--- src/rtl/nn_pkg.sv ---
// Constants and types shared by the classifier datapath (top_nn) and its
// input loader.
package nn_pkg;

    localparam int IN_SIZE  = 26;
    localparam int DATA_W   = 8;
    localparam int OUT_SIZE = 10;

    typedef logic signed [DATA_W-1:0] feature_t;

    typedef enum logic [1:0] {
        FILL = 2'd0,
        HOLD = 2'd1,
        DROP = 2'd2
    } loader_state_t;

endpackage

--- src/rtl/feature_vector_loader.sv ---
// Assembles a framed stream of signed features into the parallel input_vector
// for top_nn, handing it off with a valid/ready handshake.
module feature_vector_loader #(
    parameter int IN_SIZE = 26,
    parameter int DATA_W  = 8,
    parameter int CNT_W   = 16
) (
    input  logic                     clk,
    input  logic                     rst_n,
    input  logic signed [DATA_W-1:0] s_data,
    input  logic                     s_valid,
    input  logic                     s_last,
    output logic                     s_ready,
    output logic signed [DATA_W-1:0] input_vector [0:IN_SIZE-1],
    output logic                     vec_valid,
    input  logic                     vec_ready,
    output logic                     frame_err,
    output logic [CNT_W-1:0]         frame_cnt
);

    import nn_pkg::*;

    localparam int                IDX_W    = $clog2(IN_SIZE);
    localparam logic [IDX_W-1:0]  LAST_IDX = IDX_W'(IN_SIZE - 1);

    loader_state_t            state;
    logic [IDX_W-1:0]         idx;
    logic signed [DATA_W-1:0] feature_buf [0:IN_SIZE-1];
    logic                     beat;

    assign beat         = s_valid && s_ready;
    assign input_vector = feature_buf;

    // NOTE: state is updated with non-blocking assignments so every register
    // samples the pre-edge values, regardless of statement order.
    always_ff @(posedge clk or negedge rst_n) begin
        if (!rst_n) begin
            state     <= FILL;
            idx       <= '0;
            s_ready   <= 1'b0;
            vec_valid <= 1'b0;
            frame_err <= 1'b0;
            frame_cnt <= '0;
            // NOTE: the buffer is reset explicitly so an aborted frame can
            // never leak old features into a later vector.
            for (int i = 0; i < IN_SIZE; i++) begin
                feature_buf[i] <= '0;
            end
        end else begin
            frame_err <= 1'b0;
            case (state)
                FILL: begin
                    s_ready <= 1'b1;
                    if (beat) begin
                        if (idx == LAST_IDX) begin
                            idx <= '0;
                            if (s_last) begin
                                feature_buf[idx] <= s_data;
                                state            <= HOLD;
                                vec_valid        <= 1'b1;
                                s_ready          <= 1'b0;
                            end else begin
                                // Overlong frame: discard the rest up to s_last.
                                frame_err <= 1'b1;
                                state     <= DROP;
                            end
                        end else if (s_last) begin
                            frame_err <= 1'b1;
                            idx       <= '0;
                        end else begin
                            feature_buf[idx] <= s_data;
                            idx              <= idx + 1'b1;
                        end
                    end
                end
                DROP: begin
                    s_ready <= 1'b1;
                    if (beat && s_last) begin
                        state <= FILL;
                    end
                end
                HOLD: begin
                    if (vec_ready) begin
                        vec_valid <= 1'b0;
                        s_ready   <= 1'b1;
                        frame_cnt <= frame_cnt + 1'b1;
                        state     <= FILL;
                    end
                end
                default: begin
                    state   <= FILL;
                    idx     <= '0;
                    s_ready <= 1'b0;
                end
            endcase
        end
    end

endmodule

--- config.mk ---
export PLATFORM = sky130hd
export DESIGN_NAME = feature_vector_loader
export DESIGN_NICKNAME = d
export VERILOG_FILES = /design/src/rtl/nn_pkg.sv /design/src/rtl/feature_vector_loader.sv
export SDC_FILE = /design/constraint.sdc
export NUM_CORES = 1
export LEC_CHECK = 0
export CORE_ASPECT_RATIO = 0.5
export CORE_UTILIZATION = 40
export DETAILED_ROUTE_END_ITERATION = 8
export PLACE_DENSITY = 0.77
export SLEW_MARGIN = 20
export SYNTH_ARGS = -nofsm -noshare
export SYNTH_HDL_FRONTEND = slang
export SYNTH_SLANG_ARGS = --single-unit
--- constraint.sdc ---
create_clock -name clk -period 2.3 [get_ports clk]
set_input_delay 0.46 -clock clk [delete_from_list [all_inputs] [get_ports clk]]
set_output_delay 0.46 -clock clk [all_outputs]
set_load 0.01 [all_outputs]
==> out/results.ini, run 1 <==
[outcome]
status=finished, final reports clean

[finish]
antenna_cells=0
final_util_pct=57.66
n_fill_cell=1791
layoutNonFillerInstCount=1196
fin_nets=898
drive_gt1_share_pct=34.76
synthToLayoutAreaGrowth_pct=41.31

[cts]
clock_path_buffers=3
cts_tree=yes
htreeDepth=1
cts_root_buffer=clkbuf_16
postCtsSetupBuffers=0
numCtsBuffers=23
clk_latency_ns=0.51
path_clk_slew_ns=0.06
cts.sinks=234

[global_route]
grt_max_degree=71
grt_pass1_vias=6267
grt_pass1_wl_mm=37.09
antenna_found_initial=1
grt.total_usage_pct=20.45
grt.overflow.total=0

[floorplanning]
die_area_um2=23900
core_um2=22790
dieHeight_um=109.8
die_x_um=217.6
row_count=39
io_pins=240
start_util_pct=40.81

[power_and_ir_drop]
switching_share_pct=24.34
combPwrFrac_pct=15.2
p_sw_uw=2361
power_density_nw_per_um2=738.3
p_int_uw=7341
leakagePower_uw=0.006528
ir_drop_uv=430.5
p_seq_share_pct=47.2
clockPowerShare_pct=37.6

[timing]
finalCritPeriodShare_pct=96.84
period_needed_ns=2.227
maxSlewViolCount=0
hold-worst-slack_ns=0.4755
tightest_slew_ns=0.7462
fmax_mhz=449.0
slew_headroom_pct=50.03
skew_ns=0.007858
hold_viol=0
rsz0062_at_grt=true
setup_viol=0
setup_slack_ns=0.07260

[setup_path]
rrSetupSlack_ns=0.07
cp-start-kind=flop
path_max_fanout=8
path_class=reg2reg
critPathCaptureType=flop
arrival_ns=2.62
crit_required_ns=2.69

[logic_synthesis]
synth_warnings=0
syn_area_per_cell_um2=15.34
ys_ff_latch=234
synth_cell_types=41
synth_edf_count=0
yosysSeqAreaShare_pct=62.97
synth_cells=606
synth-main-ff-cell=dfrtp_1
synth_fp_nets=629
synthArstFlopShare_pct=100.0
synth_area_um2=9299

[routing]
post_drt_via_cell_ratio=5.071
wire_per_inst_um=20.68
drc=0
drtAntennaViolNets=0
routed_wl_mm=24.74
dr.first_iter.drc_count=285
dr.pass1.iters=4
vias=6065

[place]
port_buffers=239
placedCellCount=1156
post-dp-hpwl_mm=16.52
gp_congestion=0.8067
dp_worst_setup_slack_ns=-0.4276

[min_path]
min_path_type=reg2reg

[flow_run]
maxCapViolations=0

## logic make-up (layout without fill, tap and decap cells)
group | after synthesis | count (layout) | synth area share [%]
flops | 234 | 234 | 62.97
compound gates | 21 | 21 | 1.507
fa+ha+maj | 10 | 10 | 1.346
xor+xnor | 15 | 15 | 1.413
simple gates | 84 | 84 | 5.746
mux | 209 | 209 | 25.31
buf+inv | 33 | 316 | 1.709
## worst max-delay path, cell delays in order (launching register included)
cell      delay (ns)
dfrtp_1         0.39
inv_2           0.08
ha_4            0.14
nand4b_4        0.11
inv_2           0.07
ha_1            0.23
and4b_2         0.32
and2_4          0.17
buf_6           0.13
nand2_4         0.10
mux2_1          0.37
## power groups by stage
stage / clock network [µW] / registers (µW) / logic [µW]
4_1_cts: 3750 / 4580 / 1460
2_1_floorplan: 0 / 4780 / 369
3_5_place_dp: 0 / 4650 / 1440
5_1_grt: 3910 / 4620 / 1550
3_3_place_gp: 0 / 4640 / 1420
6_report: 3650 / 4580 / 1470
## metrics by stage
stage | setup TNS [ns] | power [µW] | cell area (µm²)
4_1_cts | -1.505 | 9792 | 13000
2_1_floorplan | 0 | 5151 | 9299
3_3_place_gp | -37.66 | 6056 | 12210
6_report | 0 | 9702 | 13140
5_1_grt | -0.5181 | 10080 | 13140
3_5_place_dp | -41.18 | 6099 | 12210
## timing repair
item	in CTS	in global routing
hold endpoints to repair	65	0
hold buffers	1	0
gates resized for setup	15	31
pin swaps	0	1
endpoints found under the setup margin	158	208
## cells in the mapped netlist, types with 6 or more instances
cell type	number	share of area, %
buf_4	7	0.57
clkbuf_1	17	0.69
dfrtp_1	234	63
ha_1	10	1.3
inv_1	7	0.28
mux2_1	13	1.6
mux2_2	196	24
nand2_1	13	0.52
nand2_2	26	1.7
nand3_1	8	0.43
o21ai_0	8	0.43
xnor2_1	9	0.85
xor2_1	6	0.57
## flip-flops by register name, summed over array words and instances (netlist names)
register      count
s_ready           1
vec_valid         1
frame_cnt        16
idx               5
input_vector    208
frame_err         1
state             2
## metal layers
layer	global-route usage, %	routed length, µm	vias to the layer above
li1	-	-	2687
met1	26.83	10670	3235
met2	35.90	12800	110
met3	3.264	855	33
met4	4.577	420	0
met5	0	0	-
## layout by cell type (no fill, tap or decap), types with 4 or more instances in the layout
cell	instances
mux2_4	6
clkdlybuf4s50_1	238
xor2_1	6
clkinv_2	6
mux2_2	196
inv_1	5
ha_1	9
nand4_1	4
nand3_1	8
clkbuf_16	23
mux2_1	7
nor2_1	5
dfrtp_1	234
nand2_1	13
o21ai_0	8
buf_4	24
xnor2_1	9
and2_4	4
clkbuf_8	5
clkbuf_1	4
nand2_4	25
## area by class of cell
class	instances	area, µm²	area share, %
Timing Repair Buffer	270	2685	20.43
Sequential cell	234	5856	44.56
Multi-Input combinational cell	339	3470	26.40
Clock buffer	32	659.4	5.018
Inverter	7	26.28	0.2000
Tap cell	307	384.1	2.923
Clock inverter	7	60.06	0.4571
## path summary, 6_finish.rpt
check,from,to,depth (start not counted)
worst min-delay path,frame_cnt[15],frame_cnt[15],1
max in group asynchronous,rst_n,input_vector[174],3
worst max-delay path,idx[1],input_vector[79],10
worst min register to register,frame_cnt[15],frame_cnt[15],1
worst max register to register,idx[1],input_vector[79],10
min in group asynchronous,rst_n,input_vector[94],2
(Power assumes the default switching activity.)
==> inputs of run 2 (changes only) <==
--- a/config.mk
+++ b/config.mk
@@ -9,6 +9,7 @@
 export CORE_UTILIZATION = 40
 export DETAILED_ROUTE_END_ITERATION = 8
 export PLACE_DENSITY = 0.77
+export SKIP_CTS_REPAIR_TIMING = 1
 export SLEW_MARGIN = 20
 export SYNTH_ARGS = -nofsm -noshare
 export SYNTH_HDL_FRONTEND = slang
==> out/results.ini, run 2 (same netlist as run 1, synthesis figures left out) <==
[timing]
tightest_slew_ns=0.7382  ; -0.007999 ns
period_needed_ns=2.236  ; +0.008977 ns
fmax_mhz=447.2  ; -0.40%
skew_ns=0.009928  ; +0.002070 ns
setup_viol=0  ; unchanged
hold_viol=0  ; unchanged
finalCritPeriodShare_pct=97.23  ; +0.39 points
maxSlewViolCount=0  ; unchanged
slew_headroom_pct=50.57  ; +0.54 points
rsz0062_at_grt=true

[setup_path]
crit_required_ns=2.70  ; about the same
cp_common_cell=inv_2
worstSetupPathDepth=10  ; unchanged
rrSetupSlack_ns=0.06  ; about the same
r2r-end=input_vector[69]
crit_path_cell_trace=inv_2 > ha_4 > nand4b_4 > inv_2 > ha_1 > and4b_2 > and2_4 > buf_4 > nand2_4 > mux2_2
r2r_start=idx[1]
cp-start-kind=flop
slowest_stage=dfrtp_1
path_class=reg2reg
path_buf_inv=3  ; unchanged
crit_family=simple AND/OR/NAND/NOR gates
path_max_fanout=8  ; unchanged
crit_path_max_incr_delay_ns=0.39  ; about the same
arrival_ns=2.63  ; about the same
reg2reg_depth=10  ; unchanged
critPathCaptureType=flop

[routing]
dr.first_iter.drc_count=286  ; +0.35%
vias=6070  ; +0.082%
wire_per_inst_um=20.70  ; about the same
drc=0  ; unchanged
routed_wl_mm=24.76  ; about the same
dr.pass1.iters=4  ; unchanged
post_drt_via_cell_ratio=5.075  ; about the same
drtAntennaViolNets=0  ; unchanged

[min_path]
min_path_type=reg2reg
hold_start=frame_cnt[15]
hold_path_end=frame_cnt[15]
min_path_cells=1  ; unchanged

[finish]
fin_nets=898  ; unchanged
drive_gt1_share_pct=34.42  ; -0.34 points
antenna_cells=0  ; unchanged
layout_commonest_cell=clkdlybuf4s50_1
final_util_pct=57.63  ; about the same
largest_reg_flops=208  ; unchanged
layout_common_cells=clkdlybuf4s50_1 (238), dfrtp_1 (234), mux2_2 (196)
synthToLayoutAreaGrowth_pct=41.24  ; about the same

[floorplanning]
die_x_um=217.6  ; unchanged
die_area_um2=23900  ; unchanged
row_count=39  ; unchanged
io_pins=240  ; unchanged
core_um2=22790  ; unchanged
dieHeight_um=109.8  ; unchanged
start_util_pct=40.81  ; unchanged

[power_and_ir_drop]
ir_drop_uv=426.4  ; -0.95%
finalPower_uw=9703  ; about the same
power_density_nw_per_um2=738.8  ; about the same
leakagePower_uw=0.006521  ; -0.11%

[global_route]
grt.total_usage_pct=20.40  ; -0.050 points
grt_pass1_wl_mm=36.97  ; -0.32%
grt_max_degree=71  ; unchanged
grt_pass1_vias=6234  ; -0.53%
grt.overflow.total=0  ; unchanged
antenna_found_initial=1  ; unchanged

[cts]
clock_path_buffers=3  ; unchanged
clk_latency_ns=0.51  ; about the same
cts.sinks=234  ; unchanged
numCtsBuffers=23  ; unchanged
htreeDepth=1  ; unchanged
cts_root_buffer=clkbuf_16
path_clk_slew_ns=0.06  ; about the same
cts_tree=yes

[outcome]
status=finished, final reports clean

[flow_run]
maxCapViolations=0  ; unchanged

[place]
post-dp-hpwl_mm=16.52  ; unchanged
gp_congestion=0.8067  ; unchanged
port_buffers=239  ; unchanged

run 2: cell counts in the layout (fill, tap and decap cells not counted):
No cell type changed its count.
run 2: how the worst max path moves through the flow:
stage | startpoint | endpoint | slack, ns
5_1_grt | idx[1] | input_vector[57] | -0.03
4_1_cts | idx[1] | input_vector[120] | -0.31
3_3_place_gp | s_last | input_vector[187] | -0.40
6_report | idx[1] | input_vector[69] | 0.06
2_1_floorplan | idx[1] | input_vector[74] | 0.04
3_5_place_dp | s_last | input_vector[121] | -0.43
run 2: per-layer routing:
| metal | track usage (%) | up-vias | share of wire (%) |
|---|---|---|---|
| met5 | 0 | - | 0 |
| met4 | 4.628 | 0 | 1.8 |
| met3 | 3.264 | 32 | 3.4 |
| met2 | 35.71 | 114 | 51 |
| met1 | 26.81 | 3241 | 44 |
| li1 | - | 2683 | - |
run 2: final cells by class:
cell class	count	area, µm²
Fill cell	1783	9654
Sequential cell	234	5856
Multi-Input combinational cell	339	3458
Timing Repair Buffer	270	2690
Clock buffer	32	659.4
Tap cell	307	384.1
Clock inverter	7	60.06
Inverter	7	26.28
run 2: where the power goes:
part / internal [µW] / switching (µW)
clock network: 2100 / 1550
logic: 820 / 651
registers: 4420 / 161
total: 7340 / 2360
run 2: stage by stage:
stage	setup slack [ns]	cell area, µm²	hold WS [ns]	setup TNS, ns	std cells
final	0.06362	13130	0.4755	0	1196
after global routing	-0.02980	13130	0.5028	-0.8281	1196
after CTS	-0.3139	12930	-0.08089	-17.27	1195
after detailed placement	-0.4276	12210	0.4598	-41.18	1156
after global placement	-0.4017	12210	0.4535	-37.66	1156
after floorplan	0.04202	9299	0.1644	0	606
==> inputs of run 3 (changes only) <==
--- a/config.mk
+++ b/config.mk
@@ -6,6 +6,7 @@
 export NUM_CORES = 1
 export LEC_CHECK = 0
 export CORE_ASPECT_RATIO = 0.5
+export CORE_MARGIN = 2
 export CORE_UTILIZATION = 40
 export DETAILED_ROUTE_END_ITERATION = 8
 export PLACE_DENSITY = 0.77
==> out/results.ini, run 3 (same netlist as run 1, synthesis figures left out) <==
[outcome]
status=finished, final reports clean

[cts]
path_clk_slew_ns=0.06  ; about the same
clock_path_buffers=3  ; unchanged
cts_tree=yes
htreeDepth=1  ; unchanged
clk_latency_ns=0.52  ; about the same
cts_root_buffer=clkbuf_16
numCtsBuffers=23  ; unchanged
cts.sinks=234  ; unchanged

[place]
port_buffers=239  ; unchanged
dp_worst_setup_slack_ns=-0.1615  ; +0.2660 ns
gp_congestion=0.8256  ; +2.3%
dpl_cell_area_um2=12250  ; +0.31%
post-dp-hpwl_mm=17.23  ; +4.3%

[global_route]
grt.total_usage_pct=20.65  ; +0.25 points
grt_pass1_vias=6474  ; +3.8%
grt_pass1_wl_mm=38.82  ; +5.0%
antenna_found_initial=0  ; -1
grt_max_degree=72  ; +1.4%
grt.overflow.total=0  ; unchanged

[setup_path]
crit_required_ns=2.69  ; about the same
r2r-end=input_vector[57]
path_class=reg2reg
path_max_fanout=8  ; unchanged
path_buf_inv=3  ; unchanged
arrival_ns=2.63  ; about the same
crit_family=simple AND/OR/NAND/NOR gates
critPathCaptureType=flop
r2r_start=idx[1]
cp-start-kind=flop
crit_path_max_incr_delay_ns=0.39  ; about the same
reg2reg_depth=10  ; unchanged
crit_path_cell_trace=inv_2 > ha_4 > nand4b_4 > inv_2 > ha_1 > and4b_2 > and2_1 > buf_12 > nand2_4 > mux2_2
cp_common_cell=inv_2
rrSetupSlack_ns=0.06  ; about the same
slowest_stage=dfrtp_1

[finish]
drive_gt1_share_pct=34.79  ; +0.37 points
final_area_um2=13310  ; +1.3%
n_fill_cell=1781  ; -0.11%
layout_common_cells=clkdlybuf4s50_1 (238), dfrtp_1 (234), mux2_2 (195)
multiInputGateArea_um2=3477  ; +0.54%
antenna_cells=0  ; unchanged
largest_reg_flops=208  ; unchanged
layout_commonest_cell=clkdlybuf4s50_1
synthToLayoutAreaGrowth_pct=43.14
final_util_pct=58.28  ; +0.65 points
regArea_um2=5856  ; unchanged
fin_nets=899  ; +0.11%

[power_and_ir_drop]
power_density_nw_per_um2=768.4  ; +4.0%
finalPower_uw=10230  ; +5.4%
ir_drop_uv=396.6  ; -7.0%
leakagePower_uw=0.006562  ; +0.63%

[routing]
dr.pass1.iters=4  ; unchanged
drc=0  ; unchanged
routed_wl_mm=25.21  ; +1.8%
vias=6107  ; +0.61%
wire_per_inst_um=21.05  ; +1.7%
drtAntennaViolNets=0  ; unchanged
dr.first_iter.drc_count=318  ; +11%
post_drt_via_cell_ratio=5.098  ; +0.44%

[floorplanning]
row_count=39  ; unchanged
die_area_um2=24560  ; +2.8%
dieHeight_um=111.8  ; +1.8%
die_x_um=219.6  ; +0.92%
core_um2=22840  ; +0.21%
start_util_pct=40.72  ; -0.087 points
io_pins=240  ; unchanged

[timing]
rsz0062_at_grt=true
skew_ns=0.02007  ; +0.01014 ns
slew_headroom_pct=31.37  ; -19 points
setup_viol=0  ; unchanged
hold_viol=0  ; unchanged
hold-worst-slack_ns=0.4743  ; -0.001244 ns
maxSlewViolCount=0  ; unchanged
setup_slack_ns=0.06437  ; +0.0007463 ns
period_needed_ns=2.236  ; -0.0007463 ns
tightest_slew_ns=1.025  ; +0.2868 ns
finalCritPeriodShare_pct=97.20  ; about the same
fmax_mhz=447.3  ; about the same

[min_path]
hold_path_end=frame_cnt[15]
min_path_cells=1  ; unchanged
min_path_type=reg2reg
hold_start=frame_cnt[15]

[flow_run]
maxCapViolations=0  ; unchanged

run 3: how the worst max path moves through the flow:
| stage | start | end | slack (ns) | cells after the start |
|---|---|---|---|---|
| floorplan | idx[1] | input_vector[74] | 0.04 | 10 |
| global placement | s_last | input_vector[107] | -0.14 | 7 |
| detailed placement | s_last | input_vector[131] | -0.16 | 7 |
| CTS | idx[1] | input_vector[74] | -0.07 | 10 |
| global route | idx[1] | input_vector[99] | -0.02 | 10 |
| finish | idx[1] | input_vector[57] | 0.06 | 10 |
run 3: area by class of cell:
type / instances / share of cell area (%)
sequential: 234 / 43.99
multi-input combinational: 339 / 26.12
timing repair buffer: 271 / 20.45
clock buffer: 30 / 4.973
tap: 307 / 2.886
clock inverter: 10 / 1.372
inverter: 7 / 0.1974
run 3: per-layer routing:
metal / vias up / GRT usage (%) / part of all wire, %
met2: 147 / 34.57 / 50
met5: - / 0.1961 / 0
met1: 3198 / 26.39 / 42
met3: 65 / 3.525 / 3.4
met4: 0 / 9.396 / 5.0
li1: 2697 / - / -
run 3: per-stage QoR:
| stage | instances | setup TNS, ns |
|---|---|---|
| 2_1_floorplan | 606 | 0 |
| 4_1_cts | 1196 | -3.196 |
| 5_1_grt | 1198 | -0.1549 |
| 6_report | 1198 | 0 |
| 3_3_place_gp | 1156 | -19.81 |
| 3_5_place_dp | 1156 | -24.00 |
run 3: report_power, final:
| part | leakage [µW] | switching (µW) | internal (µW) |
|---|---|---|---|
| Combinational | 0.00295 | 651 | 819 |
| Clock | 0.000419 | 1580 | 2590 |
| Sequential | 0.00320 | 173 | 4420 |
